### src/rtl/pwm_deadtime.sv
// Complementary gate pair with programmable dead band from a single-ended PWM command.
// Optional fault latch and shutdown enabled by defining PWM_DT_FAULT_EN.
module pwm_deadtime #(
    parameter int DT_WIDTH = 8
) (
    input  logic                clk,
    input  logic                reset,
`ifdef PWM_DT_FAULT_EN
    input  logic                fault,
    input  logic                fault_clr,
    output logic                fault_latched,
`endif
    input  logic                enable,
    input  logic                pwm_in,
    input  logic [DT_WIDTH-1:0] dead_time,
    output logic                pwm_hi,
    output logic                pwm_lo,
    output logic                dead_active
);

    typedef enum logic [2:0] {
        ST_OFF        = 3'd0,
        ST_LO_ON      = 3'd1,
        ST_DEAD_TO_HI = 3'd2,
        ST_HI_ON      = 3'd3,
        ST_DEAD_TO_LO = 3'd4
`ifdef PWM_DT_FAULT_EN
        ,
        ST_FAULT      = 3'd5
`endif
    } state_t;

    state_t              r_state;
    logic [DT_WIDTH-1:0] r_cnt;
    state_t              w_nextState;
    logic [DT_WIDTH-1:0] w_nextCnt;

`ifdef PWM_DT_FAULT_EN
    logic r_faultSync1;
    logic r_faultSync2;
`endif

    always_comb begin
        w_nextState = r_state;
        w_nextCnt   = r_cnt;
        if (!enable) begin
            w_nextState = ST_OFF;
        end else begin
            case (r_state)
                ST_OFF: begin
                    w_nextState = pwm_in ? ST_DEAD_TO_HI : ST_DEAD_TO_LO;
                    w_nextCnt   = dead_time;
                end
                ST_LO_ON: begin
                    if (pwm_in) begin
                        w_nextState = (dead_time == '0) ? ST_HI_ON : ST_DEAD_TO_HI;
                        w_nextCnt   = dead_time;
                    end
                end
                ST_HI_ON: begin
                    if (!pwm_in) begin
                        w_nextState = (dead_time == '0) ? ST_LO_ON : ST_DEAD_TO_LO;
                        w_nextCnt   = dead_time;
                    end
                end
                // A command reversal mid-band restarts the full band toward the other side.
                ST_DEAD_TO_HI: begin
                    if (pwm_in) begin
                        if (r_cnt <= DT_WIDTH'(1)) begin
                            w_nextState = ST_HI_ON;
                        end else begin
                            w_nextCnt = r_cnt - DT_WIDTH'(1);
                        end
                    end else begin
                        w_nextState = ST_DEAD_TO_LO;
                        w_nextCnt   = dead_time;
                    end
                end
                ST_DEAD_TO_LO: begin
                    if (!pwm_in) begin
                        if (r_cnt <= DT_WIDTH'(1)) begin
                            w_nextState = ST_LO_ON;
                        end else begin
                            w_nextCnt = r_cnt - DT_WIDTH'(1);
                        end
                    end else begin
                        w_nextState = ST_DEAD_TO_HI;
                        w_nextCnt   = dead_time;
                    end
                end
                default: begin
                    w_nextState = ST_OFF;
                end
            endcase
        end
`ifdef PWM_DT_FAULT_EN
        if (r_faultSync2) begin
            w_nextState = ST_FAULT;
        end else if (r_state == ST_FAULT) begin
            w_nextState = fault_clr ? ST_OFF : ST_FAULT;
        end
`endif
    end

    // Outputs decode the next state so they change on the same edge as the state.
    always_ff @(posedge clk or posedge reset) begin
        if (reset) begin
            r_state     <= ST_OFF;
            r_cnt       <= '0;
            pwm_hi      <= 1'b0;
            pwm_lo      <= 1'b0;
            dead_active <= 1'b0;
`ifdef PWM_DT_FAULT_EN
            r_faultSync1  <= 1'b0;
            r_faultSync2  <= 1'b0;
            fault_latched <= 1'b0;
`endif
        end else begin
            r_state     <= w_nextState;
            r_cnt       <= w_nextCnt;
            pwm_hi      <= (w_nextState == ST_HI_ON);
            pwm_lo      <= (w_nextState == ST_LO_ON);
            dead_active <= (w_nextState == ST_DEAD_TO_HI) || (w_nextState == ST_DEAD_TO_LO);
`ifdef PWM_DT_FAULT_EN
            r_faultSync1  <= fault;
            r_faultSync2  <= r_faultSync1;
            fault_latched <= (w_nextState == ST_FAULT);
`endif
        end
    end

endmodule

### config.mk
export PLATFORM = sky130hd
export DESIGN_NAME = pwm_deadtime
export DESIGN_NICKNAME = d
export VERILOG_FILES = /design/src/rtl/pwm_deadtime.sv
export SDC_FILE = /design/constraint.sdc
export NUM_CORES = 1
export LEC_CHECK = 0
export ABC_AREA = 1
export CORE_MARGIN = 2
export CORE_UTILIZATION = 60
export DETAILED_ROUTE_END_ITERATION = 16
export DONT_BUFFER_PORTS = 1
export PLACE_DENSITY = 0.76
export SYNTH_ARGS = -nofsm -noshare
export SYNTH_HDL_FRONTEND = slang
export SYNTH_SLANG_ARGS = --single-unit
### constraint.sdc
create_clock -name clk -period 1.95 [get_ports clk]
set_clock_uncertainty 0.1 [all_clocks]
set_input_delay 0.2925 -clock clk [delete_from_list [all_inputs] [get_ports clk]]
set_output_delay 0.2925 -clock clk [all_outputs]
set_load 0.03 [all_outputs]
==> Yosys cells after proc, flatten, opt, wreduce, memory -nomap -nowiden <==
Index checks and enable logic that the tools add are counted.
{ "word_totals": {"reg_bits": 14, "in_bits": 12, "elab_cells": 39} }
{ "op_classes": {"magnitude_cmp": 1, "eq_ne": 10, "n_addsub": 1, "reduce_logical": 5, "n_mux": 17} }
{ "ops": {"columns": ["cell", "count"], "rows": [
  ["8-bit 2-to-1 mux", 5],
  ["8-bit case mux with 5 select lines", 1],
  ["3-bit 2-to-1 mux", 9],
  ["3-bit case mux with 5 select lines", 1],
  ["3-bit by 2-bit equality test with 1-bit output, second input constant", 4],
  ["8-bit by 1-bit <= comparator with 1-bit output, second input constant", 1],
  ["8-bit logical NOT", 1],
  ["8-bit by 1-bit subtractor with 8-bit output, second input constant", 1],
  ["3-bit by 1-bit equality test with 1-bit output, second input constant", 2],
  ["3-bit equality test, second input constant", 2],
  ["5-bit nonzero test", 1],
  ["2-bit inequality test, second input constant", 2],
  ["4-bit AND reduction", 1],
  ["3-bit logical NOT", 1],
  ["1-bit logical OR", 1],
  ["1-bit 2-to-1 mux", 1]
]} }

==> Longest topological paths before layout <==
Gate-level depths: netlist of run 1.
{ "depth": {"depth_word": 7, "depth_mapped": 10, "mapped_depth_nobuf": 9} }

==> Least setup slack after synthesis of run 1 <==
Ideal clock, no wire load.
{ "synth_path": {"path_kind": "register -> register", "from": "register r_cnt[0]", "to": "register pwm_lo", "path_stages_with_launch": 9, "arrival_time_ns": 1.318, "path_buffers": 0, "setup_slack_ns": 0.407, "cell_sequence": "dfrtp_1 inv_1 ha_1 o21ai_0 nor2_1 nand2_2 nand3_2 nand2_1 nor2_1"} }
{ "synth_via": {"elab_chain_cells": 6} }
{ "synth_rtl": {"columns": ["element", "line", "rtl"], "rows": [
  ["start: declaration", "34", "logic [DT_WIDTH-1:0] r_cnt;"],
  ["start signal: assignment", "120", "r_cnt <= w_nextCnt;"],
  ["8-bit by 1-bit <= comparator with 1-bit output *", "69, 81", null],
  ["3-bit 2-to-1 mux, on equally long branches", "81, 69", null],
  ["3-bit 2-to-1 mux, on equally long branches", "80, 68", null],
  ["3-bit case mux with 5 select lines *", "49", "case (r_state)"],
  ["3-bit 2-to-1 mux *", "46", "if (!enable) begin"],
  ["3-bit by 1-bit equality test with 1-bit output *", "122", "pwm_lo <= (w_nextState == ST_LO_ON);"],
  ["end signal: assignment", "122", null],
  ["end: declaration", "17", "output logic pwm_lo,"]
]} }
Every way passes the cells marked *; elsewhere a longest branch is shown, timed or not.
A chain may end at the register's enable or synchronous reset.

==> Worst setup path in the final report of run 1 <==
{ "layout_path": {"from": "register r_cnt[0]", "to": "register dead_active"} }
{ "layout_via": {"elab_chain_cells": 7} }
{ "layout_rtl": {"columns": ["element", "line", "rtl"], "rows": [
  ["8-bit by 1-bit <= comparator with 1-bit output *", "69, 81", null],
  ["3-bit 2-to-1 mux, on equally long branches", "81, 69", null],
  ["3-bit 2-to-1 mux, on equally long branches", "80, 68", null],
  ["3-bit case mux with 5 select lines *", "49", null],
  ["3-bit 2-to-1 mux *", "46", null],
  ["3-bit by 2-bit equality test with 1-bit output / 3-bit equality test (equally long branches)", "123", "dead_active <= (w_nextState == ST_DEAD_TO_HI) || (w_nextState == ST_DEAD_TO_LO);"],
  ["1-bit logical OR *", "123", null],
  ["end signal: assignment", "123", null],
  ["end: declaration", "18", "output logic dead_active"]
]} }
Marks and branches as above.

==> metrics.md, run 1 <==
| Metric | Value |
|---|---|
| Sw Ratio | `0.332` |
| Startpoint kind of the worst setup timing path | `register` |
| Sinks on the clock net | `14` |
| Last weighted congestion value of the routability-driven placer | `0.883` |
| Placed cell count | `148` |
| Setup Viol. Count Final | `0` |
| Sum of internal, switching and leakage power | `0.000753 W` |
| DR pass1 iterations | `4` |
| Number of slew-limit violations in the final report | `0` |
| Antenna Cells | `0` |
| Power per Cell Area | `759 mW/mm^2` |
| Total setup buffers inserted after CTS | `0` |
| Drt total wl | `1850 um` |
| Post-DRT Antenna Nets | `0` |
| Buffering stage count on the worst path with inverters included | `1` |
| Total Die Area | `0.00189 mm^2` |
| Number of I/O port buffers | `0` |
| Maximum vdd drop | `0.453 mV` |
| Insertion delay of the later-clocked pin in the worst-skew pair | `0.29 ns` |
| Hold Vio Cnt, Final | `0` |
| Number of standard cells after synthesis | `133` |
| Synth Warn # | `0` |
| DIE WIDTH | `43.5 um` |
| Kind of critical path | `reg2reg` |
| Max-cap violation count | `0` |
| Vias post-DR | `843` |
| Data required, critical path | `2.08 ns` |
| Mean instance size in the synthesized netlist | `7.05 um^2` |
| Leakage power | `0.494 nW` |
| Max incr delay on CP | `0.40 ns` |
| Final worst-path cycle share | `0.874` |
| Initial cell density of the core | `0.629` |
| Pin count of the biggest net entering global routing | `15` |
| Power dissipated by switching net loads | `0.000250 W` |
| Crit path cell chain | `inv_1, ha_1, o21ai_0, nor2_1, nand2_2, nand3_2, nand2_1, nand2_1, nand2_1` |
| Highest Clock Rate | `587 MHz` |
| Seq pwr share | `0.482` |
| Number of gates resized after CTS | `0` |
| Clock share of power | `0.283` |
| Via-to-Cell Ratio | `5.51` |
| Global-route wire length before repair | `3340 um` |
| Worst path slowest cell | `dfrtp_1` |
| Setup tns final | `0 ns` |
| Status | `completed` |
| Antenna violations before repair | `0` |
| Total of flip-flops plus latches after synthesis | `14` |
| Number of CTS-inserted buffers | `3` |
| Routed length per instance | `12.1 um` |
| Mapped Nets | `147` |
| Chip Height | `43.5 um` |
| DRC violations left | `0` |
| Class of the tightest hold or removal check | `in2reg` |
| Number of distinct library cells after synthesis | `21` |
| Area of the mapped netlist | `937 um^2` |
| Top-level port count | `15` |
| 1st-iter DRT viols | `29` |
| Deepest level of the CTS H-tree | `1` |
| Transition time at the pin with the least slew margin | `0.517 ns` |
| Internal power | `0.000503 W` |
| Data arrival, critical path | `1.84 ns` |
| Synthesis-to-layout area growth | `5.87%` |
| Kind of capture point of the worst setup path | `register` |
| Worst slew slack as a fraction of its limit | `0.655` |
| Period minus WS final | `1.70 ns` |
| Core region area | `0.00149 mm^2` |
| Combinational fraction of design power | `0.234` |
| Layout Nets | `152` |
| Worst Path Max Fanout | `4` |
| Bufs on Longest Clock Path | `2` |
| Clock tree from TritonCTS | `yes` |
| Top delay family on crit path | `simple AND/OR/NAND/NOR gates` |
| Clock tree root buffer cell | `clkbuf_4` |
| Cell with the most instances on the worst path | `nand2_1` |
| GRT Resource Usage Total | `0.234` |
| Vias in the first global route | `817` |
| Overflow after GRT | `0` |
| RSZ-0062 raised after global routing | `no` |
| Clock slew seen by the registers of the worst setup and hold paths | `0.09 ns` |
| Sequential element share of the synthesized area | `0.374` |
| Fraction of final layout cells with drive strength greater than 1 | `0.175` |
| Hold buffer count at cts | `1` |
| Standard-cell rows | `14` |
| Final standard cell count with taps included and fillers excluded | `153` |
| Total half-perimeter wirelength after legalization and detailed placement | `1420 um` |
-- through the flow --
stage / hold WS [ns] / area [um^2] / util / setup WS [ns]
floorplan: 0.0817 / 937 / - / 0.407
global route: 0.0626 / 992 / 0.666 / 0.0530
CTS: 0.0532 / 992 / 0.666 / 0.253
global placement: 0.144 / 946 / 0.635 / 0.338
detailed placement: 0.143 / 946 / 0.635 / 0.267
finish: 0.0462 / 992 / 0.666 / 0.247
-- worst paths after layout --
path                                 startpoint               endpoint  slack [ns]  cells past startpoint
setup / recovery           r_cnt[0]$_DFFE_PP0P_  dead_active$_DFF_PP0_        0.25                      9
hold / removal                           enable   r_state[2]$_DFF_PP0_        0.05                      2
setup reg to reg           r_cnt[0]$_DFFE_PP0P_  dead_active$_DFF_PP0_        0.25                      9
hold reg to reg            r_cnt[5]$_DFFE_PP0P_   r_cnt[5]$_DFFE_PP0P_        0.43                      2
max in group asynchronous                 reset   r_cnt[3]$_DFFE_PP0P_        1.03                      2
min in group asynchronous                 reset  dead_active$_DFF_PP0_        0.38                      2
-- metal layers --
layer  wire (um)  vias to the layer above  global-route usage
met3          87                        7              0.0375
met2         886                       28               0.385
met4          30                        0              0.0788
met5           0                        -                   0
li1            -                      426                   -
met1         848                      382               0.316
-- sequential cells by signal, summed over array words and instances (netlist names) --
signal / count
dead_active: 1
pwm_hi: 1
pwm_lo: 1
r_cnt: 8
r_state: 3
-- kinds of logic after synthesis --
| group | share of synthesized area |
|---|---|
| XOR/XNOR | 0.0280 |
| buffers and inverters | 0.0681 |
| flip-flops | 0.374 |
| AO/OA/AOI/OAI | 0.134 |
| AND/OR/NAND/NOR | 0.370 |
| adder cells (fa/ha/maj) | 0.0267 |
-- synth_stat cells --
master,instances,share of area
o21ai_0,9,0.048
o21ai_2,3,0.028
nor2_1,22,0.088
nand3_2,1,0.011
o211ai_1,1,0.0080
nor3_1,1,0.0053
buf_6,1,0.012
ha_1,2,0.027
nand4_1,1,0.0067
nor3_2,1,0.011
inv_2,3,0.012
nand2_1,39,0.16
dfrtp_1,14,0.37
nand2_2,2,0.013
inv_1,11,0.044
nand3_1,5,0.027
nor2_2,6,0.040
xnor2_1,3,0.028
nand2_4,1,0.012
a21oi_2,3,0.028
a21oi_1,4,0.021
-- layout make-up --
| type | count | area [um^2] |
|---|---|---|
| multi-input combinational | 104 | 523 |
| fill | 131 | 497 |
| sequential | 14 | 350 |
| inverter | 14 | 52.6 |
| clock buffer | 4 | 36.3 |
| tap | 16 | 20.0 |
| timing repair buffer | 1 | 10.0 |
-- power by group through the flow --
stage / clock network, W / logic (W) / registers (W)
after floorplan: 0 / 0.000148 / 0.000360
after global placement: 0 / 0.000169 / 0.000368
after detailed placement: 0 / 0.000174 / 0.000368
after CTS: 0.000210 / 0.000177 / 0.000363
after global routing: 0.000219 / 0.000205 / 0.000368
final: 0.000213 / 0.000176 / 0.000363
-- layout by cell type, fill, tap and decap left out, types with 2 or more instances in the layout --
| cell type | n |
|---|---|
| a21oi_1 | 4 |
| a21oi_2 | 3 |
| clkbuf_4 | 3 |
| dfrtp_1 | 14 |
| ha_1 | 2 |
| inv_1 | 11 |
| inv_2 | 3 |
| nand2_1 | 39 |
| nand2_2 | 2 |
| nand3_1 | 5 |
| nor2_1 | 22 |
| nor2_2 | 6 |
| o21ai_0 | 9 |
| o21ai_2 | 3 |
| xnor2_1 | 3 |
Power figures use the tool's default switching activity.
==> inputs of run 2 (changes only) <==
- ABC_AREA: 1 -> default
==> run 2 against run 1 <==
- critical path depth is 5 lower
- via count rose by 4.9%
- power grew 4.9%
- synthesized cell count shrank 28%
- fmax fell by 10%
- die area rose by 1.1%
- combinational power is 33% higher
- first-iteration DRC count rose by 93%
==> metrics.md, run 2 <==
| Metric | Value |
|---|---|
| Global-route wire length before repair | `3730 um` |
| Final worst-path cycle share | `0.976` |
| Sequential element share of the synthesized area | `0.369` |
| Routed length per instance | `19.3 um` |
| Final standard cell count with taps included and fillers excluded | `125` |
| Synth Warn # | `0` |
| Synthesis-to-layout area growth | `16.9%` |
| Antenna Cells | `0` |
| Mean instance size in the synthesized netlist | `9.88 um^2` |
| Layout Nets | `124` |
| Fraction of final layout cells with drive strength greater than 1 | `0.284` |
| Leading cell type in the layout, fill and taps excluded | `dfrtp_1` |
| Standard-cell rows | `14` |
| Number of I/O port buffers | `0` |
| Xor and xnor area share after synthesis | `0.00923` |
| Top-level port count | `15` |
| Compound-Gate Fraction of Synth Area | `0.274` |
| Clock tree from TritonCTS | `yes` |
| Total Die Area | `0.00191 mm^2` |
| Data arrival, critical path | `2.00 ns` |
| Number of slew-limit violations in the final report | `0` |
| Number of standard cells after synthesis | `96` |
| Post-synth EDFFs | `0` |
| Post-layout util | `0.745` |
| Number of CTS-inserted buffers | `3` |
| Overflow after GRT | `0` |
| Top register by number of flip-flops | `r_cnt` |
| DRC violations left | `0` |
| 1st-iter DRT viols | `56` |
| Worst path slowest cell | `or4b_4` |
| Hold Vio Cnt, Final | `0` |
| Chip Height | `43.8 um` |
| Main combinational cell family by area after synthesis | `compound AO/OA/AOI/OAI gates` |
| Most used flip-flop cell after synthesis | `dfrtp_1` |
| Placed cell count | `118` |
| DR pass1 iterations | `4` |
| Post-DRT Antenna Nets | `0` |
| GRT Resource Usage Total | `0.276` |
| Crit path cell chain | `or4b_4, and2_4, o311ai_0, o2bb2ai_1` |
| Mapped Nets | `110` |
| DIE WIDTH | `43.8 um` |
| Max-cap violation count | `0` |
| FFs w/ async S/R, synth | `1.00` |
| Antenna violations before repair | `0` |
| Portion of synthesized cell area occupied by the leading cell type | `0.369` |
| Period minus WS final | `1.90 ns` |
| Sum of internal, switching and leakage power | `0.000790 W` |
| Last weighted congestion value of the routability-driven placer | `0.906` |
| RSZ-0062 raised after global routing | `no` |
| Setup Viol. Count Final | `0` |
| Vias in the first global route | `821` |
| Core region area | `0.00149 mm^2` |
| Deepest level of the CTS H-tree | `1` |
| Class of the tightest hold or removal check | `in2reg` |
| Synth Area in Simple Gates | `0.232` |
| Data required, critical path | `2.04 ns` |
| Power per Cell Area | `713 mW/mm^2` |
| Clock slew seen by the registers of the worst setup and hold paths | `0.08 ns` |
| Insertion delay of the later-clocked pin in the worst-skew pair | `0.29 ns` |
| Most common library cells after synthesis | `14 x dfrtp_1, 7 x nand3_1, 6 x inv_1, 6 x o2bb2ai_1, 5 x nor2_1` |
| Maximum vdd drop | `0.600 mV` |
| Status | `completed` |
| Max incr delay on CP | `0.54 ns` |
| Pin count of the biggest net entering global routing | `15` |
| Via-to-Cell Ratio | `7.07` |
| Kind of capture point of the worst setup path | `register` |
| Leakage power | `0.470 nW` |
| Drt total wl | `2410 um` |
| Top post-synthesis cells by area | `dfrtp_1 37%, o2bb2ai_1 5.5%, nand3_1 3.7%, o311ai_0 3.7%, buf_6 3.6%` |
| Kind of critical path | `reg2reg` |
| Number of distinct library cells after synthesis | `45` |
| Bufs on Longest Clock Path | `2` |
| Most frequent cell after synthesis | `dfrtp_1` |
| Area of the mapped netlist | `948 um^2` |
| Worst Path Max Fanout | `14` |
| Highest-count cells in the layout ignoring fill and taps | `14 x dfrtp_1, 11 x buf_4, 7 x nand3_1` |
| Multiplexer area fraction after synthesis | `0.0211` |
| Total of flip-flops plus latches after synthesis | `14` |
| Worst slew slack as a fraction of its limit | `0.652` |
| Transition time at the pin with the least slew margin | `0.521 ns` |
| Yosys top cell by area | `dfrtp_1` |
| Highest Clock Rate | `526 MHz` |
| Startpoint kind of the worst setup timing path | `register` |
| Largest register FFs | `8` |
| Sinks on the clock net | `14` |
| Total half-perimeter wirelength after legalization and detailed placement | `1750 um` |
| Largest registers | `r_cnt: 8 flops, r_state: 3 flops` |
| Initial cell density of the core | `0.637` |
| Vias post-DR | `884` |
| Adder and majority gate portion of the synthesized area | `0.0264` |
| Clock tree root buffer cell | `clkbuf_4` |
==> run 2: changes by cell type in the layout (fill, tap and decap cells not counted), moves of 6 or more <==
| cell | before | now |
|---|---|---|
| nor2_1 | 22 | 5 |
| buf_4 | 0 | 11 |
| o21ai_0 | 9 | 1 |
| nor2_2 | 6 | 0 |
| inv_1 | 11 | 5 |
| nand2_1 | 39 | 2 |
| o2bb2ai_1 | 0 | 6 |
==> run 2: kinds of logic (layout without fill, tap and decap cells) <==
kind of cell	count (synthesis)	in the layout
simple gates	36	37
buf+inv	11	23
fa+ha+maj	2	2
compound gates	30	30
xor+xnor	1	1
mux	2	2
flops	14	14
==> run 2: critical path, delay by kind of cell, from the launching register on <==
family	cells	cell delay, ns
AOI/OAI and AO/OA	2	0.57
and+or+nand+nor	2	0.75
DFF	1	0.39
==> run 2: final cells by class <==
cell class / count / area (um^2)
Multi-Input combinational cell: 72 / 577
Fill cell: 112 / 380
Sequential cell: 14 / 350
Timing Repair Buffer: 13 / 103
Clock buffer: 4 / 36.3
Inverter: 6 / 22.5
Tap cell: 16 / 20.0
==> run 2: timing repair <==
action | 4_1_cts | 5_1_grt
setup endpoints to repair | 2 | 4
endpoints found under the hold margin | 16 | 0
pin swaps | 0 | 1
resized for setup | 1 | 2
setup buffers | 0 | 0
cloned | 0 | 1
hold buffers | 2 | 0
==> run 2: metal layers <==
| metal | track usage | share of wire | up-vias |
|---|---|---|---|
| met3 | 0.0542 | 0.098 | 11 |
| li1 | - | - | 409 |
| met2 | 0.412 | 0.45 | 49 |
| met4 | 0.194 | 0.048 | 0 |
| met1 | 0.357 | 0.40 | 415 |
| met5 | 0 | 0 | - |
==> run 2: through the flow <==
| step | setup TNS [ns] | cell area [um^2] | worst slack (ns) | hold WS (ns) |
|---|---|---|---|---|
| 4_1_cts | 0 | 1100 | 0.00313 | 0.0181 |
| 3_5_place_dp | -0.0166 | 1040 | -0.0166 | 0.146 |
| 6_report | 0 | 1110 | 0.0473 | 0.0263 |
| 3_3_place_gp | -0.0205 | 1040 | -0.0205 | 0.129 |
| 5_1_grt | 0 | 1110 | 0.000482 | 0.0391 |
| 2_1_floorplan | -0.0388 | 985 | -0.0169 | 0.0817 |
==> run 2: path summary, 6_finish.rpt <==
| path | slack (ns) | depth (start not counted) | startpoint | end |
|---|---|---|---|---|
| max | 0.05 | 4 | r_state[0]$_DFF_PP0_ | r_cnt[4]$_DFFE_PP0P_ |
| min | 0.03 | 2 | pwm_in | r_state[1]$_DFF_PP0_ |
| max reg2reg | 0.05 | 4 | r_state[0]$_DFF_PP0_ | r_cnt[4]$_DFFE_PP0P_ |
| min reg2reg | 0.45 | 1 | r_cnt[7]$_DFFE_PP0P_ | r_cnt[7]$_DFFE_PP0P_ |
| max in group asynchronous | 1.03 | 2 | reset | r_cnt[2]$_DFFE_PP0P_ |
| min in group asynchronous | 0.38 | 2 | reset | r_cnt[4]$_DFFE_PP0P_ |
==> run 2: where the power goes <==
| group | leakage, nW | internal (W) | switching [W] |
|---|---|---|---|
| Sequential | 0.178 | 0.000319 | 0.0000297 |
| Clock | 0.0210 | 0.000114 | 0.0000937 |
| Combinational | 0.272 | 0.000111 | 0.000123 |
| Total | 0.470 | 0.000544 | 0.000246 |
==> inputs of run 3 (changes only) <==
- GPL_ROUTABILITY_DRIVEN: default -> 0
==> run 3 against run 2 <==
- flip-flop and latch count stayed put
- power increased by 0.52%
- clock power is essentially flat
- sequential power increased by 2%
- critical path type unchanged
- global-route usage up 1.1 points
- worst hold slack better by 0.0034 ns
- critical endpoint is now r_cnt[7]$_DFFE_PP0P_
- clock-buffer cell count unchanged
- combinational power shrank 2%
- via count is 3.2% lower
- die area did not move
==> metrics.md, run 3 (same netlist as run 2, synthesis figures left out) <==
| Metric | Value |
|---|---|
| Startpoint kind of the worst setup timing path | `register` |
| Data required, critical path | `2.00 ns` |
| Chip Height | `43.8 um` |
| R2R depth | `5` |
| Setup Viol. Count Final | `0` |
| 1st-iter DRT viols | `26` |
| Highest-count cells in the layout ignoring fill and taps | `14 x dfrtp_1, 14 x buf_4, 7 x nand3_1` |
| Number of slew-limit violations in the final report | `0` |
| RSZ-0062 raised after global routing | `no` |
| Hold Vio Cnt, Final | `0` |
| DR pass1 iterations | `4` |
| Period minus WS final | `1.87 ns` |
| Synthesis-to-layout area growth | `19.5%` |
| Status | `completed` |
| Routed length per instance | `19.1 um` |
| Insertion delay of the later-clocked pin in the worst-skew pair | `0.28 ns` |
| Worst Slack Setup Final | `0.0807 ns` |
| Top-level port count | `15` |
| Largest register FFs | `8` |
| Max-cap violation count | `0` |
| Initial cell density of the core | `0.637` |
| Global-route wire length before repair | `3910 um` |
| Antenna violations before repair | `0` |
| Sink of the worst hold path | `r_state[1]$_DFF_PP0_` |
| Transition time at the pin with the least slew margin | `0.548 ns` |
| Worst Path Max Fanout | `3` |
| Data arrival, critical path | `1.91 ns` |
| Kind of critical path | `reg2reg` |
| Multi-input logic area | `579 um^2` |
| Vias post-DR | `856` |
| Reg2Reg Launch Point | `r_cnt[1]$_DFFE_PP0P_` |
| Post-layout util | `0.761` |
| Post-DRT Antenna Nets | `0` |
| Largest registers | `r_cnt: 8 flops, r_state: 3 flops` |
| Setup slack, reg-to-reg | `0.08 ns` |
| Number of CTS-inserted buffers | `3` |
| Total half-perimeter wirelength after legalization and detailed placement | `1760 um` |
| Hold-critical path depth | `2` |
| Sequential cell area | `350 um^2` |
| Core region area | `0.00149 mm^2` |
| DIE WIDTH | `43.8 um` |
| Number of I/O port buffers | `0` |
| Top register by number of flip-flops | `r_cnt` |
| Clock tree from TritonCTS | `yes` |
| Fillers | `107` |
| Drt total wl | `2420 um` |
| Standard-cell rows | `14` |
| Worst R2R End | `r_cnt[7]$_DFFE_PP0P_` |
| Total Die Area | `0.00191 mm^2` |
| Pin count of the biggest net entering global routing | `16` |
| Fraction of final layout cells with drive strength greater than 1 | `0.306` |
| Layout Nets | `126` |
| Deepest level of the CTS H-tree | `1` |
| Clock slew seen by the registers of the worst setup and hold paths | `0.09 ns` |
| Sinks on the clock net | `14` |
| DRC violations left | `0` |
| Antenna Cells | `0` |
| GRT Resource Usage Total | `0.287` |
| Vias in the first global route | `812` |
| Power per Cell Area | `700 mW/mm^2` |
| Via-to-Cell Ratio | `6.74` |
| Bufs on Longest Clock Path | `2` |
| Final worst-path cycle share | `0.959` |
| Max incr delay on CP | `0.59 ns` |
| Worst path slowest cell | `or4_1` |
| Class of the tightest hold or removal check | `in2reg` |
| Crit path cell chain | `or4_1, buf_4, nor4_1, o211ai_1, o2bb2ai_1` |
| Worst slew slack as a fraction of its limit | `0.635` |
| Pre-CTS WS | `0.0231 ns` |
| Worst Hold Launch | `pwm_in` |
| Leakage power | `0.481 nW` |
| Highest Clock Rate | `535 MHz` |
| Maximum vdd drop | `0.645 mV` |
| Kind of capture point of the worst setup path | `register` |
| Overflow after GRT | `0` |
| Clock tree root buffer cell | `clkbuf_4` |
-- run 3: cell count changes in the layout (fill, tap and decap cells not counted), sizes merged --
| cell | delta |
|---|---|
| and3 | -1 |
| buf | +3 |
-- run 3: per-layer routing --
| layer | wire [um] | global-route usage |
|---|---|---|
| met5 | 0 | 0 |
| met4 | 67 | 0.133 |
| met3 | 174 | 0.0583 |
| met2 | 1180 | 0.465 |
| met1 | 999 | 0.365 |
-- run 3: power breakdown --
| group | switching (W) | internal, W | leakage (nW) |
|---|---|---|---|
| clock network | 0.0000953 | 0.000114 | 0.0210 |
| logic | 0.000113 | 0.000115 | 0.283 |
| registers | 0.0000375 | 0.000319 | 0.178 |
-- run 3: worst max-delay path by stage --
stage,start,to,slack [ns]
after floorplan,r_state[0]$_DFF_PP0_,dead_active$_DFF_PP0_,-0.02
after global placement,r_cnt[0]$_DFFE_PP0P_,r_state[2]$_DFF_PP0_,0.04
after detailed placement,r_cnt[0]$_DFFE_PP0P_,r_state[2]$_DFF_PP0_,0.02
after CTS,r_cnt[0]$_DFFE_PP0P_,r_state[2]$_DFF_PP0_,0.006
after global routing,r_cnt[0]$_DFFE_PP0P_,r_cnt[2]$_DFFE_PP0P_,0.01
final,r_cnt[1]$_DFFE_PP0P_,r_cnt[7]$_DFFE_PP0P_,0.08
-- run 3: cell type report --
class                           count  share of cell area
Multi-Input combinational cell     71               0.511
Sequential cell                    14               0.309
Timing Repair Buffer               16               0.110
Clock buffer                        4              0.0320
Inverter                            6              0.0199
Tap cell                           16              0.0177
-- run 3: per-stage QoR --
step / hold slack [ns] / setup TNS, ns / total power, W / instances / area (um^2)
after floorplan: 0.0817 / -0.0388 / 0.000509 / 96 / 985
after global placement: 0.141 / 0 / 0.000562 / 118 / 1040
after detailed placement: 0.149 / 0 / 0.000568 / 118 / 1040
after CTS: 0.0339 / 0 / 0.000780 / 124 / 1090
after global routing: 0.0451 / 0 / 0.000842 / 127 / 1130
final: 0.0296 / 0 / 0.000794 / 127 / 1130
-- run 3: what timing repair did --
action	4_1_cts	5_1_grt
endpoints found under the setup margin	0	6
hold buffers	2	0
resized for setup	0	5
hold endpoints to repair	16	0
setup buffers	0	3
-- run 3: critical path: cells and delay by family (launching register included) --
kind	cells	cell delay (ns)
buffers and inverters	1	0.18
flip-flops	1	0.40
AO/OA/AOI/OAI	2	0.28
AND/OR/NAND/NOR	2	0.77
==> edit 1 (config.mk and constraints of run 2) <==
The option `PWM_DT_FAULT_EN` is turned on by a define.
--- a/src/rtl/pwm_deadtime.sv
+++ b/src/rtl/pwm_deadtime.sv
@@ -1,5 +1,7 @@
 // Complementary gate pair with programmable dead band from a single-ended PWM command.
 // Optional fault latch and shutdown enabled by defining PWM_DT_FAULT_EN.
+`define PWM_DT_FAULT_EN
+
 module pwm_deadtime #(
     parameter int DT_WIDTH = 8
 ) (
Ports: changed (added fault, fault_clr and fault_latched); port bits go from 15 to 18. No check against the original RTL was run, so the function may have changed too.
==> edit 1 against run 2 <==
Non-clock buffer count shrank 4. Sequential cell count grew 3. Hold slack gained 0.052 ns. Routed wire length grew 7.3%. Area after synthesis grew 19%. Cell area grew 12%. Worst setup slack gained 0.0035 ns. Maximum frequency grew 0.18%. Largest cell class unchanged.
Power is not compared: it rests on default switching activity, and its combinational part moved more than twofold at a synthesized area within 25%.
==> edit 1: results (changes against run 2) <==
run status = complete, no violations (unchanged)
Synth area leaders = dfrtp_1, mux2i_1, o2bb2ai_1, nor2_1, o311ai_0 (was dfrtp_1, o2bb2ai_1, nand3_1, o311ai_0, buf_6)
largest net degree at the start of global routing = 18 (was 15)
count of cell types in the netlist = 39 (was 45)
Total GRT Usage = 26.24% (was 27.58%)
DRT Pass-1 Iters = 5 (was 4)
final wirelength = 2584 µm (was 2409 µm)
Net Sw Frac = 39.94%
grt met3 use = 5.385% (was 5.417%)
placed cell area = 1174 µm² (was 1036 µm²)
Pleak = 0.0004958 µW
grt met1 use = 36.41% (was 35.66%)
synth cell count leaders = dfrtp_1, nor2_1, inv_1, mux2i_1, nand2_1 (was dfrtp_1, nand3_1, inv_1, o2bb2ai_1, nor2_1)
Routed met2 length = 1147 µm (was 1082 µm)
antenna violations before repair = 0 (unchanged)
H-Tree Depth = 1 (unchanged)
mean number of vias per cell = 6.789 (was 7.072)
CTS Buffer Depth = 2 (unchanged)
initial drt markers = 52 (was 56)
Port Buf Inserts = 0 (unchanged)
hold_sp = pwm_in (unchanged)
layout cells sized above 1 = 18.90% (was 28.44%)
Clock Pin Slew Worst Setup and Hold Paths = 0.11 ns (was 0.08 ns)
Arr. time, crit path = 2.04 ns (was 2.00 ns)
routed wl met3 = 232 µm (was 237 µm)
fraction of the yosys area taken by sequential cells = 37.82% (was 36.94%)
Crit-path slowest cell = or4b_2 (was or4b_4)
R2R Setup Slk = 0.05 ns
Reg-to-Reg Start = r_cnt[0]$_DFFE_PP0P_ (was r_state[0]$_DFF_PP0_)
vias in the first global route = 876 (was 821)
M2 GR Usage = 37.57% (was 41.18%)
worst-margin pin slew = 0.6507 ns (was 0.5214 ns)
nets = 144 (was 124)
first-pass GRT wire length = 3933 µm (was 3726 µm)
largest fanout on the critical path = 5 (was 14)
Post-synth top flop = dfrtp_1 (unchanged)
Final GP Congestion = 0.9460 (was 0.9064)
slowest cell delay on critical path = 0.60 ns (was 0.54 ns)
DPL Wire Length = 1899 µm (was 1753 µm)
worst r2r path cells = 6 (was 4)
wire length on met1 = 1153 µm (was 973 µm)
==> edit 1: changes by cell type in the layout (fill, tap and decap cells not counted), moves of 2 or more <==
| cell | change |
|---|---|
| nand3_1 | -5 |
| a211oi_1 | +3 |
| nor2_1 | +6 |
| dfrtp_1 | +3 |
| a31oi_1 | +5 |
| a2bb2oi_1 | +2 |
| a31o_2 | +2 |
| mux2i_1 | +6 |
| a311oi_1 | +2 |
| or2_2 | +3 |
| buf_4 | -4 |
| inv_1 | +4 |
| nand2_1 | +4 |
==> edit 1: timing repair <==
item,CTS,global route
hold buffers,2,0
endpoints found under the setup margin,0,3
endpoints found under the hold margin,18,0
resized for setup,0,4
==> edit 1: cells by family (layout without fill, tap and decap cells) <==
group	count (synthesis)	in the layout	synth area share, %
AOI/OAI and AO/OA	34	34	23.36
xor gates and xnor gates	1	1	0.7788
adders and majority gates	2	2	2.224
buffers and inverters	16	22	6.118
DFF	17	17	37.82
muxes	8	8	7.119
and+or+nand+nor	43	43	22.58
==> edit 1: through the flow <==
stage / util (%) / worst slack (ns) / hold slack [ns] / std cells
2_1_floorplan: - / 0.1358 / 0.1186 / 121
3_3_place_gp: 67.24 / 0.07136 / 0.1903 / 146
3_5_place_dp: 67.24 / 0.04854 / 0.1983 / 146
4_1_cts: 70.11 / 0.02150 / 0.06179 / 152
5_1_grt: 70.82 / -0.0008380 / 0.05673 / 152
6_report: 70.82 / 0.05079 / 0.07815 / 152
==> edit 1: cell type report <==
type                            instances  area (µm²)
Fill cell                             139       509.2
Multi-Input combinational cell         88       643.1
Clock inverter                          1       7.507
Inverter                                9       33.78
Timing Repair Buffer                    9       72.57
Sequential cell                        17       425.4
Tap cell                               25       31.28
Clock buffer                            3       22.52
==> edit 2 (flow settings as in run 2) <==
Made on the original files. Make the reset (`reset`) synchronous in one clocked block.
--- a/src/rtl/pwm_deadtime.sv
+++ b/src/rtl/pwm_deadtime.sv
@@ -103,7 +103,7 @@
     end
 
     // Outputs decode the next state so they change on the same edge as the state.
-    always_ff @(posedge clk or posedge reset) begin
+    always_ff @(posedge clk) begin
         if (reset) begin
             r_state     <= ST_OFF;
             r_cnt       <= '0;
Behaviour: differs if reset is asserted again (counterexample within 4 cycles, from zero or initial values and one cycle with reset high); with reset held inactive, the same outputs for 10 cycles.
==> edit 2 against run 2 <==
Power increased by 0.49%. Die area decreased by 5.4%. Routed wire length increased by 2.4%. Sequential cell count unchanged. Cell area decreased by 4.7%. Utilization increased by 3.8 points. Critical path type unchanged. Area after synthesis decreased by 5.9%. Worst setup slack improved by 0.033 ns.
==> edit 2: results (changes against run 2) <==
run status = complete, no violations (unchanged)
Synth area leaders = dfxtp_1, nor2_1, a21oi_1, a32o_1, nor3_1 (was dfrtp_1, o2bb2ai_1, nand3_1, o311ai_0, buf_6)
hold_sp = reset (was pwm_in)
fraction of the yosys area taken by sequential cells = 31.42% (was 36.94%)
asr flop ratio synth = 0% (was 100.0%)
DPL Wire Length = 1733 µm (was 1753 µm)
Post-Syn Nets = 125 (was 110)
Reg-to-Reg Start = r_cnt[1]$_SDFFE_PP0P_ (was r_state[0]$_DFF_PP0_)
Logic pwr share = 31.1% (was 29.6%)
synth cell count leaders = nor2_1, dfxtp_1 (was dfrtp_1, nand3_1, inv_1, o2bb2ai_1, nor2_1)
Post-synth top flop = dfxtp_1 (was dfrtp_1)
multi-input logic cell count = 88 (was 72)
maximum vdd drop = 0.5645 mV (was 0.5998 mV)
Total GRT Usage = 30.71% (was 27.58%)
Final GP Congestion = 0.9651 (was 0.9064)
largest fanout on the critical path = 4 (was 14)
core area = 1350 µm² (was 1489 µm²)
R2R Setup Slk = 0.08 ns (was 0.05 ns)
first-pass GRT wire length = 4243 µm (was 3726 µm)
Reg-to-Reg End = pwm_lo$_SDFF_PP0_ (was r_cnt[4]$_DFFE_PP0P_)
fraction of area in registers = 27.13% (was 31.60%)
final sequential cell count = 14 (unchanged)
Psw = 262.1 µW (was 246.4 µW)
worst hold margin = 0.01731 ns (was 0.02625 ns)
worst-margin pin slew = 0.4126 ns (was 0.5214 ns)
Filler Cell Count = 99 (was 112)
P_clk = 212 µW (was 208 µW)
worst r2r path cells = 7 (was 4)
==> edit 2: changes by cell type after synthesis, sizes merged, moves of 6 or more <==
cell and delta:
nor2 +14, dfxtp +14, o21ai +6, dfrtp -14, nand3 -6
==> edit 2: worst max-delay path by stage <==
stage	end	cells after the start	start	slack, ns
final	pwm_lo$_SDFF_PP0_	7	r_cnt[1]$_SDFFE_PP0P_	0.08
after global routing	pwm_lo$_SDFF_PP0_	7	r_cnt[1]$_SDFFE_PP0P_	0.03
after CTS	pwm_lo$_SDFF_PP0_	7	r_cnt[1]$_SDFFE_PP0P_	0.01
after detailed placement	pwm_lo$_SDFF_PP0_	7	r_cnt[0]$_SDFFE_PP0P_	0.04
after global placement	pwm_lo$_SDFF_PP0_	7	r_cnt[0]$_SDFFE_PP0P_	0.09
after floorplan	r_cnt[3]$_SDFFE_PP0P_	7	r_cnt[0]$_SDFFE_PP0P_	0.05
==> edit 2: through the flow <==
step / std cells / total power (µW)
2_1_floorplan: 111 / 493.9
3_3_place_gp: 132 / 554.7
3_5_place_dp: 132 / 559.4
4_1_cts: 137 / 778.6
5_1_grt: 138 / 843.6
6_report: 138 / 793.7
==> edit 2: repair_timing <==
item / 4_1_cts / 5_1_grt
resized for setup: 1 / 10
gates cloned: 0 / 0
endpoints found under the hold margin: 8 / 1
pin swaps: 0 / 2
hold buffers: 1 / 1
setup endpoints to repair: 1 / 7
==> edit 2: worst register-to-register path: stages, from the launching register on <==
cell and delay (ns):
dfxtp_2 0.34, inv_2 0.09, ha_1 0.18, nor2_2 0.06, or4_4 0.53, nor2_4 0.15, a31oi_4 0.12, nor4_2 0.21
==> edit 2: layer usage <==
metal	wire length, µm	share of wire (%)	track usage [%]
met5	0	0	0
met4	48	1.9	10.63
met3	299	12	15.09
met2	1093	44	42.46
met1	1025	42	40.99
